===== src/rtl/led_code_scheduler.sv =====
// rtl/led_code_scheduler.sv - round-robin blink-code scheduler sharing one status LED.
// Optional lamp-test override of led_out is built when LED_LAMP_TEST_EN is defined.
module led_code_scheduler #(
   parameter int          NUM_REQ   = 4,
   parameter logic [27:0] TICK_DIV  = 28'd4_000_000,
   parameter int          ON_TICKS  = 2,
   parameter int          OFF_TICKS = 3,
   parameter int          GAP_TICKS = 10
) (
   input  logic                       clk,
   input  logic                       rst,
   input  logic [NUM_REQ-1:0]         req,
`ifdef LED_LAMP_TEST_EN
   input  logic                       lamp_test,
`endif
   output logic                       led_out,
   output logic                       busy,
   output logic [$clog2(NUM_REQ)-1:0] grant_id
);

   localparam int IW  = $clog2(NUM_REQ);
   localparam int PW  = IW + 1;
   localparam int PHW = 16;

   typedef enum logic [1:0] {S_IDLE, S_ON, S_OFF, S_GAP} state_t;

   state_t          state, state_n;
   logic [27:0]     tick_cnt;
   logic            tick;
   logic [PHW-1:0]  phase, phase_n, phase_last;
   logic [PW-1:0]   pulse, pulse_n;
   logic [IW-1:0]   last, last_n, grant_n, winner, cand;
   logic            win_found;
   logic            led_fsm, led_fsm_n, busy_n;

   // Free-running timebase; the FSM never restarts it.
   assign tick = (tick_cnt == TICK_DIV - 28'd1);

   always_ff @(posedge clk or posedge rst) begin
      if (rst) begin
         tick_cnt <= '0;
      end else if (tick) begin
         tick_cnt <= '0;
      end else begin
         tick_cnt <= tick_cnt + 28'd1;
      end
   end

   // Round-robin search starting just past the last winner.
   always_comb begin : arbiter
      winner    = '0;
      win_found = 1'b0;
      cand      = '0;
      for (int k = 1; k <= NUM_REQ; k++) begin
         cand = IW'((int'(last) + k) % NUM_REQ);
         if (!win_found && req[cand]) begin
            winner    = cand;
            win_found = 1'b1;
         end
      end
   end

   always_comb begin : phase_limit
      phase_last = '0;
      case (state)
         S_ON:    phase_last = PHW'(ON_TICKS - 1);
         S_OFF:   phase_last = PHW'(OFF_TICKS - 1);
         S_GAP:   phase_last = PHW'(GAP_TICKS - 1);
         default: phase_last = '0;
      endcase
   end

   always_comb begin : fsm_next
      state_n   = state;
      phase_n   = phase;
      pulse_n   = pulse;
      led_fsm_n = led_fsm;
      busy_n    = busy;
      grant_n   = grant_id;
      last_n    = last;
      case (state)
         S_IDLE: begin
            if (tick && win_found) begin
               state_n   = S_ON;
               phase_n   = '0;
               pulse_n   = '0;
               grant_n   = winner;
               last_n    = winner;
               led_fsm_n = 1'b1;
               busy_n    = 1'b1;
            end
         end
         S_ON: begin
            if (tick) begin
               if (phase == phase_last) begin
                  state_n   = S_OFF;
                  phase_n   = '0;
                  led_fsm_n = 1'b0;
                  pulse_n   = pulse + PW'(1);
               end else begin
                  phase_n = phase + PHW'(1);
               end
            end
         end
         S_OFF: begin
            if (tick) begin
               if (phase == phase_last) begin
                  phase_n = '0;
                  // Widened compare so code NUM_REQ does not wrap at NUM_REQ=8.
                  if (pulse == ({1'b0, grant_id} + PW'(1))) begin
                     state_n = S_GAP;
                  end else begin
                     state_n   = S_ON;
                     led_fsm_n = 1'b1;
                  end
               end else begin
                  phase_n = phase + PHW'(1);
               end
            end
         end
         S_GAP: begin
            if (tick) begin
               if (phase == phase_last) begin
                  state_n = S_IDLE;
                  phase_n = '0;
                  busy_n  = 1'b0;
               end else begin
                  phase_n = phase + PHW'(1);
               end
            end
         end
         default: begin
            state_n = S_IDLE;
            phase_n = '0;
         end
      endcase
   end

   always_ff @(posedge clk or posedge rst) begin
      if (rst) begin
         state    <= S_IDLE;
         phase    <= '0;
         pulse    <= '0;
         led_fsm  <= 1'b0;
         busy     <= 1'b0;
         grant_id <= '0;
         last     <= IW'(NUM_REQ - 1);
      end else begin
         state    <= state_n;
         phase    <= phase_n;
         pulse    <= pulse_n;
         led_fsm  <= led_fsm_n;
         busy     <= busy_n;
         grant_id <= grant_n;
         last     <= last_n;
      end
   end

`ifdef LED_LAMP_TEST_EN
   logic led_q;

   always_ff @(posedge clk or posedge rst) begin
      if (rst) begin
         led_q <= 1'b0;
      end else begin
         led_q <= lamp_test | led_fsm_n;
      end
   end

   assign led_out = led_q;
`else
   assign led_out = led_fsm;
`endif

endmodule

===== config.mk =====
export PLATFORM = sky130hd
export DESIGN_NAME = led_code_scheduler
export DESIGN_NICKNAME = d
export VERILOG_FILES = /design/src/rtl/led_code_scheduler.sv
export SDC_FILE = /design/constraint.sdc
export NUM_CORES = 1
export LEC_CHECK = 0
export ABC_CLOCK_PERIOD_IN_PS = 3800
export BUFFER_PORTS_ARGS = -buffer_cell sky130_fd_sc_hd__buf_4
export CAP_MARGIN = 20
export CORE_ASPECT_RATIO = 0.75
export CORE_MARGIN = 8
export CORE_UTILIZATION = 25
export DETAILED_ROUTE_END_ITERATION = 12
export SYNTH_ARGS = -nofsm -noshare
export SYNTH_HDL_FRONTEND = slang
export SYNTH_SLANG_ARGS = --single-unit
export TNS_END_PERCENT = 30

===== constraint.sdc =====
create_clock -name clk -period 3.8 [get_ports clk]
set_clock_uncertainty 0.1 [all_clocks]
set_input_delay 0.76 -clock clk [delete_from_list [all_inputs] [get_ports clk]]
set_output_delay 0.76 -clock clk [all_outputs]
set_load 0.05 [all_outputs]

== Word level (Yosys, flattened, before mapping) ==
Index checks and enable logic that the tools add are counted.
W data, S select, Z words.

* Register bits after elaboration: 55
* Input port bits: 6
* Output and inout bits: 4

* Add/subtract/negate cells: 8
* Order comparisons: 4
* Equality and inequality tests: 15
* Mux-type cells: 43
* Reductions and logical operators: 18

{| class="wikitable"
|+ Operator list
! operator !! number
|-
| $mux W16 || 3
|-
| $pmux W16 S2 || 1
|-
| $add A28 B1 Y28 const B || 1
|-
| $eq A28 B22 Y1 const B || 1
|-
| $mux W28 || 1
|-
| $mux W2 || 12
|-
| $add A16 B1 Y16 const B || 1
|-
| $eq A16 B16 Y1 || 1
|-
| $ne A2 B2 Y1 const B || 8
|-
| $mux W1 || 14
|-
| $reduce_and A7 Y1 || 2
|-
| $lt A2 B3 Y1 const B || 4
|-
| $pmux W4 S3 || 1
|-
| $mux W3 || 3
|-
| $bmux W1 S2 || 4
|-
| $pmux W2 S4 || 1
|-
| $reduce_and A4 Y1 || 2
|-
| $pmux W3 S2 || 1
|-
| $add A2 B1 Y2 const B || 2
|-
| $add A2 B2 Y2 const B || 2
|-
| $eq A2 B2 Y1 const B || 2
|-
| $logic_and A1 B1 Y1 || 4
|-
| $reduce_and A2 Y1 || 2
|-
| $reduce_bool A2 Y1 || 2
|-
| 11 further kinds || 13
|}

== Longest topological paths before layout ==
* Depth in word-level cells: 16
* Mapped depth: 8
* Depth with buffers taken out: 7

== Worst setup path before layout ==
Ideal clock, no wire load.

* Path kind: input -> register
* From: input port req[3]
* To: register phase[10]
* Setup time: 0.095 ns
* Data arrival time: 2.153 ns
* Data required time: 3.605 ns
* Slack: 1.451 ns
* Cell stages on the path: 5
* Cell sequence: or4_1 > o311ai_4 > clkbuf_1 > a2bb2oi_1 > o31ai_1

* Word-level cells in the longest chain between the ends: 15
* Elaborated cells on any way between the ends: 21
* Those cells by class: eq/ne: 1; mux: 12; reduce/logical: 8

{| class="wikitable"
|+ RTL lines
! item !! line !! text
|-
| start: declaration || 12 || <nowiki>input logic [NUM_REQ-1:0] req,</nowiki>
|-
| $bmux W1 S2 || 56 || <nowiki>if (!win_found && req[cand]) begin</nowiki>
|-
| $mux W1 (not written as such) || 56 ||
|-
| $mux W1 || 56 ||
|-
| $logic_not A1 Y1 || 56 ||
|-
| $logic_and A1 B1 Y1 || 56 ||
|-
| $mux W1 || 56 ||
|-
| $logic_not A1 Y1 || 56 ||
|-
| $logic_and A1 B1 Y1 || 56 ||
|-
| $mux W1 || 56 ||
|-
| $logic_not A1 Y1 || 56 ||
|-
| $logic_and A1 B1 Y1 || 56 ||
|-
| $mux W1 (*) || 56 ||
|-
| $logic_and A1 B1 Y1 (*) || 83 || <nowiki>if (tick && win_found) begin</nowiki>
|-
| $ne A2 B2 Y1 (no line) (*) || n/a ||
|-
| $reduce_and A2 Y1 (no line) (*) || n/a ||
|-
| end signal: assignment || 150 || <nowiki>phase <= phase_n;</nowiki>
|-
| end: declaration || 30 || <nowiki>logic [PHW-1:0] phase, phase_n, phase_last;</nowiki>
|}

Mark *: on every way between the ends. The rest lies on a longest branch, timed or not. The select of a mux whose other input is x is not followed.
A chain may end at the register's enable or synchronous reset.

== Final worst setup path ==
* From: register tick_cnt[0]
* To: register grant_id[0]

* Word-level cells in the longest chain between the ends: 3

{| class="wikitable"
|+ RTL lines
! item !! line !! text
|-
| start: declaration || 28 || <nowiki>logic [27:0] tick_cnt;</nowiki>
|-
| start signal: assignment || 45 || <nowiki>tick_cnt <= tick_cnt + 28'd1;</nowiki>
|-
| $eq A28 B22 Y1 || 37 || <nowiki>assign tick = (tick_cnt == TICK_DIV - 28'd1);</nowiki>
|-
| $logic_and A1 B1 Y1 || 83 ||
|-
| $reduce_and A2 Y1 (no line) || n/a ||
|-
| end signal: assignment || 154 || <nowiki>grant_id <= grant_n;</nowiki>
|-
| end: declaration || 18 || <nowiki>output logic [$clog2(NUM_REQ)-1:0] grant_id</nowiki>
|}

No other way between the ends.

==> flow_results.org <==
** STA
- Setup_tns :: 0 ns
- Derived from the worst setup path, the maximum achievable clock frequency is 0.398 GHz.
- Total count of max-transition violations in the final report :: 0
- Count of endpoints failing hold in the final timing report :: 0
- The worst pin sits at a relative slew slack of 47.5%.
- Setup repair after global routing missed its margin :: no
- Across all setup checks in the final design, the least slack found is 1.29 ns.
- Setup violations remaining at the end of the flow were counted as 0.
- Minimum clock period after layout :: 2.51 ns
- After layout, the worst path uses 66.1% of the clock period.
- At the pin with the least slew margin, the transition time is 0.786 ns.

** Clock tree
- The clock drives 55 sinks.
- CTS Hold Buffers Added :: 0
- Clock tree root driver cell :: clkbuf_16
- In this run the deepest clock path goes through 2 buffers.
- The H-tree was split into 2 levels.
- Total clock buffers created by CTS :: 5
- In this run the post-CTS setup repair buffer count came out at 0.
- Clock tree from TritonCTS :: built
- At the later pin of the worst-skew pair, clock insertion delay measures 0.30 ns.
- Post_cts resized :: 0
- After clock tree synthesis, the clock-pin slew on the worst setup and hold paths is 0.07 ns.

** Detailed routing
- Final ANT Viol Nets :: 0
- Routed vias :: 2287
- DRC violations left :: 0
- The final layout contains routed wiring with a total length of 6140 um.
- The detailed router finished its first iteration with 119 violations.
- Dividing the detail-routed via count by the number of cells gives 4.64.
- Count of TritonRoute iterations in the first routing pass :: 4
- Dividing the detail-routed wire length by the instance count gives 12.5 um.

** Critical path
- STA classifies the critical path startpoint as a register.
- The slowest stage of the critical path is the and3_1 cell.
- Traced cell by cell, the critical path runs through ha_1 -> and4_4 -> nand4_1 -> nor3_2 -> buf_4 -> and3_1 -> o211ai_1 -> o21a_1.
- Critical Setup Path Class :: register to register
- Data required time of the critical path :: 3.89 ns
- Largest delay contributor family on the critical path :: simple AND/OR/NAND/NOR gates
- In this run the worst path has a maximum fanout of 14.
- On the worst path, the slowest cell contributes a delay of 0.43 ns.
- Crit. End Element :: register
- The number of buffers and inverters on the critical path is 1.
- At the worst endpoint, the arrival time is 2.60 ns.

** Yosys
- The most used flip-flop cell after synthesis is dfrtp_1.
- In this run, distinct cell masters in the synthesized netlist total 53.
- Counting every net in the synthesized netlist gives 328.
- The cell area that synthesis handed to floorplanning was 0.00304 mm^2.
- Average size of a mapped cell :: 9.55 um^2
- Synth Instances :: 318
- Summing the sequential cell areas from Yosys gives 45.4% of the chip area.
- Synth warnings :: 0
- In this run, synthesis inferred 0 flip-flops with an integrated enable.
- Share of flip-flops with an asynchronous set or reset :: 100%
- FF+latch count, synth :: 55

** Floorplan
- In this run the standard cell core region covers 0.0120 mm^2.
- Die H :: 111 um
- The floorplan step defined a die boundary enclosing 0.0160 mm^2.
- Initial core utilization :: 25.2%
- Number of top-level pins :: 10
- Measured along the x axis, the die boundary spans 143 um.
- Number of placement rows :: 35

** GRT
- Number of antenna violations at the first check in global routing :: 0
- The first global-routing pass estimated 11000 um of wire.
- Entering global routing, the biggest net connects 32 pins.
- The number of global-route vias before repair came to 2226.
- Summed over all layers, the global routing overflow is 0.
- For this run, the total global-route usage over all layers was measured as 8.33%.

** Power and ir drop
- Maximum vdd ir drop :: 0.000185 V
- The design draws 1.07 mW.
- Leakage Power :: 1.43 nW
- Cell area power density :: 312 mW/mm^2

** Cells and area
- Counting the fill cells in the layout gives 1283.
- From synthesis to final layout, the design area changed by 12.9%.
- Measured on the finished design, the core utilization comes to 28.5%.
- Ratio of cells with drive above 1 in the final layout :: 12.2%
- # nets final :: 336
- Number of inserted diodes :: 0
- After routing the design area is 0.00343 mm^2.

** Place
- At the placement stage, the worst setup path has a slack of 1.12 ns.
- The placed instances occupy a cell area of 0.00328 mm^2.
- Hpwl dp :: 4340 um
- Port buffering added 9 buffers.
- GPL Wtd Cong :: 0.776

** Status
- The run finished with clean final reports.

** Job
- Across the run, the number of max-cap violations was 0.

** Min path
- Worst Hold Class :: register to register
==> worst paths after layout <==
check / startpoint / to / slack [ns] / cells after the start
worst max-delay path: tick_cnt[0] / grant_id[0] / 1.29 / 8
worst min-delay path: tick_cnt[0] / tick_cnt[0] / 0.39 / 1
worst max register to register: tick_cnt[0] / grant_id[0] / 1.29 / 8
worst min register to register: tick_cnt[0] / tick_cnt[0] / 0.39 / 1
max in group asynchronous: rst / tick_cnt[25] / 2.36 / 3
min in group asynchronous: rst / grant_id[0] / 0.46 / 2
==> final cells by class <==
type / count / area [um^2] / share of cell area [%]
clock inverter: 3 / 20.0 / 0.584
clock buffer: 5 / 125 / 3.65
timing repair buffer: 12 / 90.1 / 2.63
inverter: 9 / 33.8 / 0.986
tap: 166 / 208 / 6.06
sequential: 55 / 1380 / 40.2
multi-input combinational: 243 / 1570 / 45.9
==> power by group <==
| part | total [mW] | switching [mW] | internal [mW] |
|---|---|---|---|
| registers | 0.585 | 0 | 0.585 |
| clock network | 0.461 | 0.217 | 0.243 |
| logic | 0.0225 | 0.0160 | 0.00656 |
| total | 1.07 | 0.233 | 0.835 |
==> routing by layer <==
metal	global-route usage [%]	routed length, um	vias to the layer above
met5	0	0	-
met4	2.94	85	0
met3	2.01	179	7
met2	11.8	2550	23
met1	12.0	3330	1090
li1	-	-	1167
==> metrics by stage <==
stage          cells  hold WS [ns]
2_1_floorplan    318         0.347
3_3_place_gp     485         0.367
3_5_place_dp     485         0.374
4_1_cts          493         0.383
5_1_grt          493         0.395
6_report         493         0.386
==> cells by family (layout without fill, tap and decap cells) <==
kind of cell	Yosys count	in the layout	share of synthesized area, %
AND/OR/NAND/NOR	152	152	27.9
AO/OA/AOI/OAI	60	60	14.4
flip-flops	55	55	45.4
XOR/XNOR	26	26	7.50
buffers and inverters	20	29	2.80
adder cells (fa/ha/maj)	4	4	1.65
multiplexers	1	1	0.330
==> worst reg2reg max path: stages, from the launching register on <==
cell      delay, ns
dfrtp_1        0.39
ha_1           0.22
and4_4         0.26
nand4_1        0.25
nor3_2         0.18
buf_4          0.24
and3_1         0.43
o211ai_1       0.20
o21a_1         0.14
==> registers in the layout, indices dropped and copies added, names as in the netlist <==
name      flops
tick_cnt     28
last          2
grant_id      2
busy          1
phase        16
pulse         3
led_out       1
state         2
==> cells in the final DEF, fill, tap and decap left out, types with 12 or more instances in the layout <==
| cell type | netlist | layout |
|---|---|---|
| o21ai_0 | 13 | 13 |
| nand4_1 | 13 | 13 |
| o31ai_1 | 12 | 12 |
| xor2_1 | 13 | 13 |
| nand3_1 | 20 | 20 |
| buf_4 | 1 | 12 |
| dfrtp_1 | 53 | 53 |
| xnor2_1 | 13 | 13 |
| nor2_1 | 29 | 29 |
| nand2_1 | 35 | 35 |
==> synthesized netlist by cell type (2+ instances only) <==
cell type,count,area share (%)
dfrtp_1,53,44
nand2_1,35,4.3
nor2_1,29,3.6
nand3_1,20,3.3
nand4_1,13,2.7
o21ai_0,13,2.1
xnor2_1,13,3.8
xor2_1,13,3.8
o31ai_1,12,3.0
a2bb2oi_1,11,3.2
inv_1,9,1.1
a21oi_1,8,1.3
and3_1,6,1.2
nand2b_1,6,1.2
buf_2,5,0.82
clkbuf_1,5,0.62
nor3_1,5,0.82
nor4_1,5,1.0
ha_1,4,1.6
nand3b_1,4,0.99
nor2b_1,4,0.82
o21ai_1,4,0.66
and4_1,3,0.87
dfstp_2,2,1.7
nor3_2,2,0.66
nor4b_2,2,0.99
o21a_1,2,0.49
o2bb2ai_1,2,0.58
or2_2,2,0.41
or3_1,2,0.41
or4_1,2,0.49
Power figures use the tool's default switching activity.
